## src/rtl/vga_pkg.sv

```systemverilog
// Shared definitions for the VGA raster generator: axis FSM states and the
// default 640x480@60 timing constants.
package vga_pkg;

   typedef enum logic [1:0] {
      AX_ACTIVE = 2'd0,
      AX_FRONT  = 2'd1,
      AX_SYNC   = 2'd2,
      AX_BACK   = 2'd3
   } vga_axis_e;

   localparam int unsigned VGA_H_ACTIVE = 640;
   localparam int unsigned VGA_H_FP     = 16;
   localparam int unsigned VGA_H_SYNC   = 96;
   localparam int unsigned VGA_H_BP     = 48;
   localparam int unsigned VGA_V_ACTIVE = 480;
   localparam int unsigned VGA_V_FP     = 10;
   localparam int unsigned VGA_V_SYNC   = 2;
   localparam int unsigned VGA_V_BP     = 33;

   // Counter width able to hold 0 .. total-1, never narrower than one bit.
   function automatic int unsigned vga_cnt_w(input int unsigned total);
      return (total > 1) ? $clog2(total) : 1;
   endfunction

endpackage

```

## src/rtl/vga_axis_counter.sv

```systemverilog
// One raster axis: position counter plus ACTIVE/FRONT/SYNC/BACK FSM driven by
// an in-state length counter. Everything steps only when adv is high.
module vga_axis_counter
   import vga_pkg::*;
#(
   parameter int unsigned ACTIVE = VGA_H_ACTIVE,
   parameter int unsigned FP     = VGA_H_FP,
   parameter int unsigned SYNC   = VGA_H_SYNC,
   parameter int unsigned BP     = VGA_H_BP,
   localparam int unsigned TOTAL = ACTIVE + FP + SYNC + BP,
   localparam int unsigned W     = vga_cnt_w(TOTAL)
) (
   input  logic         CLK,
   input  logic         RST,
   input  logic         adv,
   output logic [W-1:0] pos,
   output logic [1:0]   state,
   output logic [1:0]   nxt_state,
   output logic         wrap
);

   localparam logic [W-1:0] ONE       = W'(1);
   localparam logic [W-1:0] LAST      = W'(TOTAL - 1);
   localparam logic [W-1:0] ACT_LAST  = W'(ACTIVE - 1);
   localparam logic [W-1:0] FP_LAST   = W'(FP - 1);
   localparam logic [W-1:0] SYNC_LAST = W'(SYNC - 1);
   localparam logic [W-1:0] BP_LAST   = W'(BP - 1);

   logic [W-1:0] r_pos;
   logic [W-1:0] r_len;
   vga_axis_e    r_state;

   logic [W-1:0] w_len_last;
   logic [W-1:0] w_pos_adv;
   logic [W-1:0] w_len_adv;
   logic         w_len_done;
   vga_axis_e    w_state_succ;
   vga_axis_e    w_state_adv;

   always_comb begin
      w_len_last   = ACT_LAST;
      w_state_succ = AX_FRONT;
      unique case (r_state)
         AX_ACTIVE: begin
            w_len_last   = ACT_LAST;
            w_state_succ = AX_FRONT;
         end
         AX_FRONT: begin
            w_len_last   = FP_LAST;
            w_state_succ = AX_SYNC;
         end
         AX_SYNC: begin
            w_len_last   = SYNC_LAST;
            w_state_succ = AX_BACK;
         end
         AX_BACK: begin
            w_len_last   = BP_LAST;
            w_state_succ = AX_ACTIVE;
         end
      endcase
   end

   // Values the axis takes on its next advance, independent of adv, so the
   // parent can register flags that line up with the position registers.
   assign wrap        = (r_pos == LAST);
   assign w_len_done  = (r_len == w_len_last);
   assign w_pos_adv   = wrap ? '0 : r_pos + ONE;
   assign w_len_adv   = w_len_done ? '0 : r_len + ONE;
   assign w_state_adv = w_len_done ? w_state_succ : r_state;

   always_ff @(posedge CLK or posedge RST) begin
      if (RST) begin
         r_pos   <= '0;
         r_len   <= '0;
         r_state <= AX_ACTIVE;
      end else if (adv) begin
         r_pos   <= w_pos_adv;
         r_len   <= w_len_adv;
         r_state <= w_state_adv;
      end
   end

   assign pos       = r_pos;
   assign state     = r_state;
   assign nxt_state = w_state_adv;

endmodule

```

## src/rtl/vga_scan_gen.sv

```systemverilog
// VGA raster timing generator: col/row scan with registered, mutually aligned
// sync, blank and frame-start outputs. Define VGA_PIXEL_DIV_EN for a /2 pixel clock.
module vga_scan_gen
   import vga_pkg::*;
#(
   parameter int unsigned H_ACTIVE = VGA_H_ACTIVE,
   parameter int unsigned H_FP     = VGA_H_FP,
   parameter int unsigned H_SYNC   = VGA_H_SYNC,
   parameter int unsigned H_BP     = VGA_H_BP,
   parameter int unsigned V_ACTIVE = VGA_V_ACTIVE,
   parameter int unsigned V_FP     = VGA_V_FP,
   parameter int unsigned V_SYNC   = VGA_V_SYNC,
   parameter int unsigned V_BP     = VGA_V_BP,
   parameter logic        SYNC_POL = 1'b0
) (
   input  logic        CLK,
   input  logic        RST,
   output logic [31:0] col,
   output logic [31:0] row,
   output logic        hsync,
   output logic        vsync,
   output logic        vnotactive,
   output logic        blank,
   output logic        frame_start,
   output logic        pix_en
);

   localparam int unsigned HW = vga_cnt_w(H_ACTIVE + H_FP + H_SYNC + H_BP);
   localparam int unsigned VW = vga_cnt_w(V_ACTIVE + V_FP + V_SYNC + V_BP);

   logic          w_pix_en;
   logic          w_v_adv;
   logic [HW-1:0] w_h_pos;
   logic [VW-1:0] w_v_pos;
   logic [1:0]    w_h_state;
   logic [1:0]    w_v_state;
   logic [1:0]    w_h_nxt;
   logic [1:0]    w_v_nxt;
   logic [1:0]    w_h_sel;
   logic [1:0]    w_v_sel;
   logic          w_h_wrap;
   logic          w_v_wrap;

   logic r_hsync;
   logic r_vsync;
   logic r_blank;
   logic r_vnotactive;
   logic r_frame_start;

`ifdef VGA_PIXEL_DIV_EN
   logic r_pix_en;

   always_ff @(posedge CLK or posedge RST) begin
      if (RST) begin
         r_pix_en <= 1'b0;
      end else begin
         r_pix_en <= ~r_pix_en;
      end
   end

   assign w_pix_en = r_pix_en;
`else
   assign w_pix_en = 1'b1;
`endif

   assign w_v_adv = w_h_wrap & w_pix_en;

   vga_axis_counter #(
      .ACTIVE (H_ACTIVE),
      .FP     (H_FP),
      .SYNC   (H_SYNC),
      .BP     (H_BP)
   ) u_h_axis (
      .CLK       (CLK),
      .RST       (RST),
      .adv       (w_pix_en),
      .pos       (w_h_pos),
      .state     (w_h_state),
      .nxt_state (w_h_nxt),
      .wrap      (w_h_wrap)
   );

   vga_axis_counter #(
      .ACTIVE (V_ACTIVE),
      .FP     (V_FP),
      .SYNC   (V_SYNC),
      .BP     (V_BP)
   ) u_v_axis (
      .CLK       (CLK),
      .RST       (RST),
      .adv       (w_v_adv),
      .pos       (w_v_pos),
      .state     (w_v_state),
      .nxt_state (w_v_nxt),
      .wrap      (w_v_wrap)
   );

   // Flags are registered from the state each axis holds after this edge,
   // keeping them in the same pixel period as col/row.
   assign w_h_sel = w_pix_en ? w_h_nxt : w_h_state;
   assign w_v_sel = w_v_adv ? w_v_nxt : w_v_state;

   always_ff @(posedge CLK or posedge RST) begin
      if (RST) begin
         r_hsync       <= ~SYNC_POL;
         r_vsync       <= ~SYNC_POL;
         r_blank       <= 1'b0;
         r_vnotactive  <= 1'b0;
         r_frame_start <= 1'b1;
      end else begin
         r_hsync       <= (w_h_sel == AX_SYNC) ? SYNC_POL : ~SYNC_POL;
         r_vsync       <= (w_v_sel == AX_SYNC) ? SYNC_POL : ~SYNC_POL;
         r_blank       <= (w_h_sel != AX_ACTIVE) || (w_v_sel != AX_ACTIVE);
         r_vnotactive  <= (w_v_sel != AX_ACTIVE);
         r_frame_start <= w_pix_en ? (w_h_wrap & w_v_wrap) : r_frame_start;
      end
   end

   assign col         = 32'(w_h_pos);
   assign row         = 32'(w_v_pos);
   assign hsync       = r_hsync;
   assign vsync       = r_vsync;
   assign blank       = r_blank;
   assign vnotactive  = r_vnotactive;
   assign frame_start = r_frame_start;
   assign pix_en      = w_pix_en;

endmodule

```

## config.mk

```make
export PLATFORM = sky130hd
export DESIGN_NAME = vga_scan_gen
export DESIGN_NICKNAME = d
export VERILOG_FILES = /design/src/rtl/vga_pkg.sv /design/src/rtl/vga_axis_counter.sv /design/src/rtl/vga_scan_gen.sv
export SDC_FILE = /design/constraint.sdc
export NUM_CORES = 1
export LEC_CHECK = 0
export ABC_AREA = 1
export CELL_PAD_IN_SITES_DETAIL_PLACEMENT = 0
export CELL_PAD_IN_SITES_GLOBAL_PLACEMENT = 1
export CORE_ASPECT_RATIO = 1.4
export CORE_UTILIZATION = 38
export DETAILED_ROUTE_END_ITERATION = 10
export GPL_ROUTABILITY_DRIVEN = 0
export PLACE_DENSITY_LB_ADDON = 0.1
export SLEW_MARGIN = 10
export SYNTH_ARGS = -nofsm -noshare
export SYNTH_HDL_FRONTEND = slang
export SYNTH_HIERARCHICAL = 1
export SYNTH_SLANG_ARGS = --single-unit
```

## constraint.sdc

```tcl
create_clock -name CLK -period 2.2 [get_ports CLK]
set_input_delay 0.22 -clock CLK [delete_from_list [all_inputs] [get_ports CLK]]
set_output_delay 0.22 -clock CLK [all_outputs]
set_load 0.05 [all_outputs]
```

==> results.toml <==
[routing]
drc_errors = 0
routed_wl_mm = 6.45
avgRoutedWirePerCell_um = 11.1
first_pass_iters = 4
dr_total_vias = 2557
drtIter0Drc = 68
ant_nets = 0
vias_per_cell = 4.39

[synth]
synth_commonest_cells = "nand2_1, inv_1, buf_4"
synthCells = 446
synth_edf_count = 0
synth_top_area_share = 0.332
yosysTopAreaCell = "dfrtp_1"
synth_area_mm2 = 0.00347
synth.avg_cell_area_um2 = 7.77
synthArstFlopShare = 1.00
yosysMostFrequentCell = "nand2_1"
synth_warnings = 6
ys_seq_area_frac = 0.355
ys_types = 39
synth-seq-cells = 49
synthTopCellsByArea = "dfrtp_1, buf_4, nand2_1"
synth_ff_type = "dfrtp_1"

[cells_and_area]
final_net_count = 489
antenna_cells = 0
drive_gt1_frac = 0.138
multi_input_area_mm2 = 0.00172
seqCellArea_mm2 = 0.00123
n_fill_cell = 920
syn_to_final_growth_pct = 10.2
final_area_mm2 = 0.00382

[floorplan]
num_rows = 40
fp.dieH_um = 115
start_util = 0.398
dieArea_mm2 = 0.00952
ios = 72
die_w_um = 82.7
core_mm2 = 0.00871

[clock_network]
clk_pin_slew_worst_paths_ns = 0.07
htree_levels = 2
cts_tree = "yes"
cts_hold_buffers = 0
cts_buffers = 5
cts_resized = 0
clockRootBuffer = "clkbuf_16"
cts_setup_buffers = 0
cts_buffer_depth = 2
clock-sinks = 49
clkLatencyLatePin_ns = 0.29

[global_route]
antenna_found_initial = 0
grt-ovfl-total = 0
grt_max_degree = 23
grt_usage = 0.146
grt_pass1_wl_mm = 10.8
grt_pass1_vias = 2363

[critical_path]
critPathMaxStageDelay_ns = 0.44
critical_path.top_delay_family = "simple AND/OR/NAND/NOR gates"
required_ns = 2.37
endpoint_kind = "flop"
rr_endpoint = "blank$_DFF_PP0_"
crit_arrival_ns = 2.06
cp_cell_sequence = "inv_1 -> ha_2 -> inv_2 -> nor2_1 -> nand2_1 -> nand2_2 -> nand3_1 -> nand2_1 -> nand2_1 -> inv_1 -> nand2_1 -> nand2_1 -> nand3_2"
r2r_start = "u_v_axis/state[0]$_DFFE_PP0P_"
crit_path_frequent_cell = "nand2_1"
cp.buffers_inverters = 3
r2r_slack_ns = 0.31
cpMaxStageDelayCell = "dfrtp_1"
worstPathMaxFanout = 10
critPathKind = "flop to flop"
ff2ff_path_depth = 13
start_kind = "flop"

[placement]
placed_cell_area_mm2 = 0.00367
pre_cts_ws_ns = 0.229
portBuffers = 26
hpwl_mm = 5.02

[power_and_ir_drop]
peakVddDrop_mv = 0.638
powerDensity_mw_per_mm2 = 887
p_leak_nw = 2.04
finalPower_mw = 3.39

[min_path]
hp-class = "input port to async pin"

[timing]
skew_ns = 0.00712
fmax_mhz = 529
setup_viol = 0
rsz0062_at_grt = "no"
fin_crit_sh = 0.859
relSlewSlack = 0.664
hold_viol_final = 0
final.setup.worst_slack_ns = 0.311
report.final.slew_viol_count = 0
fin_tns_setup_ns = 0
timing.final.crit_period_ns = 1.89
max_slew.worst_pin.slew_ns = 0.503

[run]
drv_cap = 0

[run_status]
status = "completed"
-- where the power goes --
part,switching [mW],internal (mW)
sequential,0.184,1.07
combinational,0.951,0.400
clock,0.331,0.452
-- registers in the layout, indices dropped and copies added (netlist names) --
register and flops:
blank 1, u_h_axis/pos 10, frame_start 1, hsync 1, u_v_axis/pos 10, vnotactive 1, u_v_axis/state 2, vsync 1
u_h_axis/r_len 10, u_v_axis/r_len 10, u_h_axis/state 2
-- worst register-to-register path: stages, from the launching register on --
cell     delay (ns)
dfrtp_1        0.44
inv_1          0.11
ha_2           0.33
inv_2          0.06
nor2_1         0.10
nand2_1        0.06
nand2_2        0.13
nand3_1        0.14
nand2_1        0.09
nand2_1        0.05
inv_1          0.04
nand2_1        0.05
nand2_1        0.10
nand3_2        0.06
-- cells by family (layout without fill, tap and decap cells) --
| family | after synthesis | count (layout) | synth area share |
|---|---|---|---|
| and+or+nand+nor | 212 | 212 | 0.305 |
| buffers and inverters | 128 | 115 | 0.198 |
| DFF | 49 | 49 | 0.355 |
| xor gates and xnor gates | 22 | 22 | 0.0556 |
| AOI/OAI and AO/OA | 20 | 20 | 0.0386 |
| adders and majority gates | 11 | 11 | 0.0397 |
| other | 2 | 46 | 0.00217 |
| muxes | 2 | 2 | 0.00613 |
-- through the flow --
step	util	cells	hold WS, ns
after global routing	0.439	582	0.231
final	0.439	582	0.189
after global placement	0.421	574	0.486
after CTS	0.439	582	0.194
after detailed placement	0.421	574	0.490
after floorplan	-	490	-0.00366
-- cell usage in the layout (no fill, tap or decap), types with 2 or more instances in the layout --
cell type,synthesis,final
nand2_1,95,95
inv_1,68,68
conb_1,2,46
dfrtp_1,46,44
nand3_1,34,34
nor2_1,34,33
clkdlybuf4s50_1,0,26
xor2_1,15,15
nor2_2,12,13
ha_1,11,10
nand4_1,9,9
o21ai_0,8,8
inv_2,7,7
nand2_2,7,7
xnor2_1,7,7
clkbuf_16,0,5
buf_4,48,5
nor2_4,4,4
a21oi_1,4,4
dfstp_2,3,3
nor3_2,3,3
nor3_1,3,3
o21ai_1,3,3
nand3_2,2,2
nand3_4,2,2
dfrtp_2,0,2
nand3b_1,2,2
-- worst max path at each step --
| stage | startpoint | endpoint | slack (ns) | depth (start not counted) |
|---|---|---|---|---|
| after detailed placement | u_v_axis/state[0]$_DFFE_PP0P_ | blank$_DFF_PP0_ | 0.23 | 13 |
| after global placement | u_v_axis/state[0]$_DFFE_PP0P_ | blank$_DFF_PP0_ | 0.27 | 13 |
| after CTS | u_v_axis/state[0]$_DFFE_PP0P_ | blank$_DFF_PP0_ | 0.21 | 13 |
| after global routing | u_h_axis/pos[5]$_DFFE_PP0P_ | u_v_axis/r_len[9]$_DFFE_PP0P_ | 0.08 | 8 |
| final | u_v_axis/state[0]$_DFFE_PP0P_ | blank$_DFF_PP0_ | 0.31 | 13 |
| after floorplan | u_h_axis/pos[1]$_DFFE_PP0P_ | u_v_axis/pos[8]$_DFFE_PP0P_ | 0.007 | 10 |
-- routing by layer --
metal | vias to the layer above | share of wire | global-route usage
met2 | 34 | 0.52 | 0.258
met4 | 0 | 0.017 | 0.0414
met1 | 1174 | 0.44 | 0.177
met3 | 9 | 0.029 | 0.0262
met5 | - | 0 | 0
li1 | 1340 | - | -
-- final cells by class --
class                           instances  share of cell area
Clock buffer                            6              0.0363
Clock inverter                          2             0.00360
Inverter                               76              0.0753
Multi-Input combinational cell        313               0.450
Sequential cell                        49               0.322
Tap cell                              105              0.0344
Timing Repair Buffer                   31              0.0779
No activity file was read; power rests on OpenSTA's default activity.
